--- src/rtl/moore_sequence_generator.sv ---
`default_nettype none
//============================================================================
// Module      : moore_sequence_generator
// Description : Serial pattern transmitter built as a three-state Moore FSM.
//               A start request in IDLE captures a bit pattern, its length
//               and a repetition count. The pattern is then shifted out
//               MSB-first, from bit len-1 down to bit 0. Repetitions follow
//               each other with no gap. A one-cycle done pulse follows the
//               final bit.
// Revision    : 1.0 - initial release
//----------------------------------------------------------------------------
// Parameters
//   MAX_LEN  maximum pattern length in bits (default 16)
// Ports
//   clk      input   1        rising-edge clock
//   reset    input   1        synchronous active-low reset
//   start    input   1        begin transmission (sampled in IDLE only)
//   pattern  input   MAX_LEN  pattern to send, MSB-first from bit len-1
//   len      input   5        length in bits; 0 = invalid, >MAX_LEN clamps
//   reps     input   4        repetition count; 0 is treated as 1
//   out      output  1        serial data bit (registered)
//   valid    output  1        out carries a pattern bit
//   busy     output  1        FSM is outside IDLE
//   done     output  1        one-cycle pulse after the final bit
//============================================================================
module moore_sequence_generator #(
    parameter int MAX_LEN = 16
) (
    input  logic               clk,
    input  logic               reset,
    input  logic               start,
    input  logic [MAX_LEN-1:0] pattern,
    input  logic [4:0]         len,
    input  logic [3:0]         reps,
    output logic               out,
    output logic               valid,
    output logic               busy,
    output logic               done
);

    // Index counter width; a one-bit pattern still needs a one-bit index.
    localparam int IDX_W = (MAX_LEN > 1) ? $clog2(MAX_LEN) : 1;

    typedef enum logic [1:0] {
        IDLE  = 2'd0,
        SHIFT = 2'd1,
        DONE  = 2'd2
    } state_t;

    state_t               state_q;
    logic [MAX_LEN-1:0]   pattern_q;
    logic [IDX_W-1:0]     len_m1_q;     // captured (clamped length - 1)
    logic [IDX_W-1:0]     idx_q;        // bit currently on out
    logic [3:0]           reps_left_q;  // repetitions still to follow
    logic                 out_q;
    logic                 valid_q;
    logic                 busy_q;
    logic                 done_q;

    // Values loaded on the capturing edge.
    logic [IDX_W-1:0]     len_m1_d;
    logic [3:0]           reps_left_d;
    logic                 start_ok_d;

    // The length is held as (len - 1) so that it fits the index width
    // even when len equals MAX_LEN; anything at or above MAX_LEN clamps.
    always_comb begin
        len_m1_d = IDX_W'(MAX_LEN - 1);
        if ((len != 5'd0) && (int'(len) < MAX_LEN)) begin
            len_m1_d = IDX_W'(int'(len) - 1);
        end
        // reps = 0 behaves like 1, i.e. no further repetitions after the first.
        reps_left_d = (reps == 4'd0) ? 4'd0 : (reps - 4'd1);
        start_ok_d  = start && (len != 5'd0);
    end

    always_ff @(posedge clk) begin
        if (!reset) begin
            state_q     <= IDLE;
            pattern_q   <= '0;
            len_m1_q    <= '0;
            idx_q       <= '0;
            reps_left_q <= 4'd0;
            out_q       <= 1'b0;
            valid_q     <= 1'b0;
            busy_q      <= 1'b0;
            done_q      <= 1'b0;
        end else begin
            case (state_q)
                IDLE: begin
                    if (start_ok_d) begin
                        state_q     <= SHIFT;
                        pattern_q   <= pattern;
                        len_m1_q    <= len_m1_d;
                        idx_q       <= len_m1_d;
                        reps_left_q <= reps_left_d;
                        // First bit is presented straight from the inputs
                        // so it appears one clock after start.
                        out_q       <= pattern[len_m1_d];
                        valid_q     <= 1'b1;
                        busy_q      <= 1'b1;
                        done_q      <= 1'b0;
                    end
                end

                SHIFT: begin
                    if (idx_q == '0) begin
                        if (reps_left_q != 4'd0) begin
                            // Wrap to the top bit without an idle slot.
                            reps_left_q <= reps_left_q - 4'd1;
                            idx_q       <= len_m1_q;
                            out_q       <= pattern_q[len_m1_q];
                        end else begin
                            state_q <= DONE;
                            out_q   <= 1'b0;
                            valid_q <= 1'b0;
                            done_q  <= 1'b1;
                        end
                    end else begin
                        idx_q <= idx_q - IDX_W'(1);
                        out_q <= pattern_q[idx_q - IDX_W'(1)];
                    end
                end

                DONE: begin
                    state_q <= IDLE;
                    busy_q  <= 1'b0;
                    done_q  <= 1'b0;
                end

                default: begin
                    state_q <= IDLE;
                    out_q   <= 1'b0;
                    valid_q <= 1'b0;
                    busy_q  <= 1'b0;
                    done_q  <= 1'b0;
                end
            endcase
        end
    end

    assign out   = out_q;
    assign valid = valid_q;
    assign busy  = busy_q;
    assign done  = done_q;

endmodule
`default_nettype wire

--- config.mk ---
export PLATFORM = sky130hd
export DESIGN_NAME = moore_sequence_generator
export DESIGN_NICKNAME = d
export VERILOG_FILES = /design/src/rtl/moore_sequence_generator.sv
export SDC_FILE = /design/constraint.sdc
export NUM_CORES = 1
export LEC_CHECK = 0
export ABC_AREA = 0
export BUFFER_PORTS_ARGS = -buffer_cell sky130_fd_sc_hd__buf_2
export CORE_AREA = 2 2 56 79
export DETAILED_ROUTE_END_ITERATION = 6
export DIE_AREA = 0 0 58 81
export GPL_ROUTABILITY_DRIVEN = 0
export PLACE_DENSITY = 0.76
export SLEW_MARGIN = 20
export SYNTH_ARGS = -nofsm -noshare
export SYNTH_HDL_FRONTEND = slang
export SYNTH_SLANG_ARGS = --single-unit
--- constraint.sdc ---
create_clock -name clk -period 6 [get_ports clk]
set_input_delay 0.6 -clock clk [delete_from_list [all_inputs] [get_ports clk]]
set_output_delay 0.6 -clock clk [all_outputs]
set_load 0.02 [all_outputs]
==> flow_metrics.py <==
metrics = {
    "outcome": {
        "status": "finished, final reports clean",
    },
    "cells_and_area": {
        "drive_above_1_share": 0.182,
        "fin_area_um2": 2380,
        "area_growth_pct": 11.1,
        "layout.nets": 301,
        "nFillCells": 363,
        "num_antenna_cells": 0,
        "fin_util": 0.585,
    },
    "sta": {
        "finalHoldViolations": 0,
        "rsz0062_at_grt": "no",
        "setup_viol": 0,
        "worst_slack_ns": 3.43,
        "skew_ns": 0.00468,
        "relSlewSlack": 0.458,
        "final.setup.tns_ns": 0,
        "post-route-period-util": 0.429,
        "max_freq_ghz": 0.389,
        "slew_violations": 0,
        "min_period_ns": 2.57,
        "worst_pin_slew_ns": 0.792,
    },
    "setup_path": {
        "r2r-start": "idx_q[0]",
        "critPathKind": "flip-flop to flip-flop",
        "required_ns": 6.14,
        "r2r_cells": 7,
        "endpoint_kind": "flip-flop",
        "crit_fanout": 9,
        "cp.arrival_ns": 2.72,
        "startpoint_type": "flip-flop",
        "crit_start": "idx_q[0]",
    },
    "synth": {
        "syn_inst": 245,
        "yosys.area.top_type": "dfxtp_1",
        "synth_area_um2": 2140,
        "synth_common_cells": "nor2_1, dfxtp_1, mux2i_1",
        "synthDominantCellAreaShare": 0.309,
        "synth_fp_nets": 277,
        "ys_seq_area_frac": 0.309,
        "synth.area.top_cells": "dfxtp_1, mux2i_1, nor2_1",
        "synth_edf_count": 0,
        "ys_types": 56,
        "avgSynthCellArea_um2": 8.73,
        "synth-warning-count": 0,
        "ys.flop_type": "dfxtp_1",
        "ys_ff_latch": 33,
        "postSynth.asyncResetShare": 0,
        "yosysMostFrequentCell": "nor2_1",
    },
    "detailed_routing": {
        "via_per_inst": 6.16,
        "route.detailed.drc": 0,
        "post_drt_wl_per_cell_um": 16.8,
        "finalWirelength_um": 5270,
        "drt_iter0_drc": 64,
        "ant_nets": 0,
        "num_vias": 1933,
        "drtPass1Iterations": 4,
    },
    "min_path": {
        "hp-start": "busy",
        "holdCritPathClass": "flip-flop to flip-flop",
        "hold_depth": 2,
    },
    "global_routing": {
        "grt_pass1_wl_um": 8810,
        "grt_pass1_vias": 1856,
        "grt_use_total": 0.245,
        "grt-ovfl-total": 0,
        "grt_max_degree": 29,
        "grt_antenna_before_repair": 0,
    },
    "clock_tree": {
        "cts_tree": "built",
        "post_cts_resized": 0,
        "postCtsSetupBuffers": 0,
        "cts_hold_buf": 0,
        "root_buffer": "clkbuf_8",
        "ctsLongestPathBuffers": 2,
        "h-tree-depth": 2,
        "path_clk_slew_ns": 0.07,
        "cts.sinks": 33,
        "numCtsBuffers": 5,
        "clock_latency_ns": 0.28,
    },
    "floorplanning": {
        "rows": 28,
        "core-area_um2": 4060,
        "ioPinCount": 32,
        "die-width_um": 58,
        "die_area_um2": 4700,
        "start_util": 0.526,
        "fp.dieH_um": 81,
    },
    "power_and_ir_drop": {
        "power_density_nw_per_um2": 282,
        "pwr-share-comb": 0.329,
        "power_leakage_nw": 0.976,
        "fin_total_pwr_w": 0.000671,
        "clockPowerShare": 0.258,
        "intPower_w": 0.000435,
        "ir_drop_mv": 0.198,
        "p_seq_frac": 0.414,
        "switchingPower_w": 0.000236,
        "switching_share": 0.352,
    },
    "placement": {
        "dp_worst_setup_slack_ns": 3.26,
        "hpwl_um": 4020,
        "place_area_um2": 2290,
        "place.port_buffers": 31,
    },
    "run": {
        "drv_cap": 0,
    },
}
[power groups by stage]
stage | Combinational [W] | Clock (W) | Sequential (W)
finish | 0.000221 | 0.000173 | 0.000278
global route | 0.000245 | 0.000185 | 0.000282
CTS | 0.000221 | 0.000176 | 0.000277
detailed placement | 0.000219 | 0 | 0.000282
global placement | 0.000215 | 0 | 0.000280
floorplan | 0.000179 | 0 | 0.000269
[logic make-up (layout without fill, tap and decap cells)]
logic type	count (synthesis)	in the layout	synth area share
DFF	33	33	0.309
and+or+nand+nor	97	97	0.256
buffers and inverters	24	48	0.0503
AOI/OAI and AO/OA	56	56	0.179
adders and majority gates	4	4	0.0234
muxes	29	29	0.175
xor gates and xnor gates	2	2	0.00819
[placed cells by master (no fill, tap or decap), types with 2 or more instances in the layout]
cell type	n
a211oi_1	5
a21oi_1	8
a311oi_1	4
buf_2	31
clkbuf_8	6
dfxtp_1	33
ha_1	4
inv_1	8
mux2_1	3
mux2_2	2
mux2i_1	19
mux4_1	4
nand2_1	8
nand2b_1	9
nand3_1	4
nand4_1	5
nor2_1	37
nor2b_1	5
nor3_1	5
nor3b_1	4
nor4_1	3
o2111ai_1	2
o211a_1	2
o211ai_1	6
o21ai_0	11
o21ai_1	4
o21bai_1	2
o22ai_1	3
or3b_1	4
[through the flow]
step / std cells / hold WS, ns
after floorplan: 245 / 0.449
after global placement: 307 / 0.448
after detailed placement: 307 / 0.451
after CTS: 314 / 0.461
after global routing: 314 / 0.487
final: 314 / 0.455
[per-layer routing]
layer  track usage  wire length, µm  vias up
met5             0                0        -
met4         0.107              137        0
met1         0.268             2130      902
li1              -                -      960
met2         0.456             2800       58
met3        0.0430              211       13
[worst max-delay path, cell delays in order (launching register included)]
cell      delay [ns]
dfxtp_1         0.55
inv_1           0.12
ha_1            0.44
mux4_1          0.58
mux2i_1         0.13
o22ai_1         0.08
nor4_1          0.36
a311oi_1        0.17
[layout make-up]
cell class	count	area (µm²)	share of cell area
clock inverters	1	7.51	0.00316
clock buffers	6	82.6	0.0347
inverters	9	33.8	0.0142
flip-flops and latches	33	661	0.278
repair buffers	32	163	0.0684
multi-input cells	188	1370	0.578
well taps	45	56.3	0.0237
[worst paths after layout]
kind          end  slack (ns)
max           out        3.43
min          busy        0.46
max reg2reg   out        3.43
min reg2reg  busy        0.46
[state kept, by name, indices dropped and copies added (netlist names)]
name	cells
idx_q	4
pattern_q	16
reps_left_q	4
busy	1
state_q	2
len_m1_q	4
valid	1
out	1
Power figures use the tool's default switching activity.
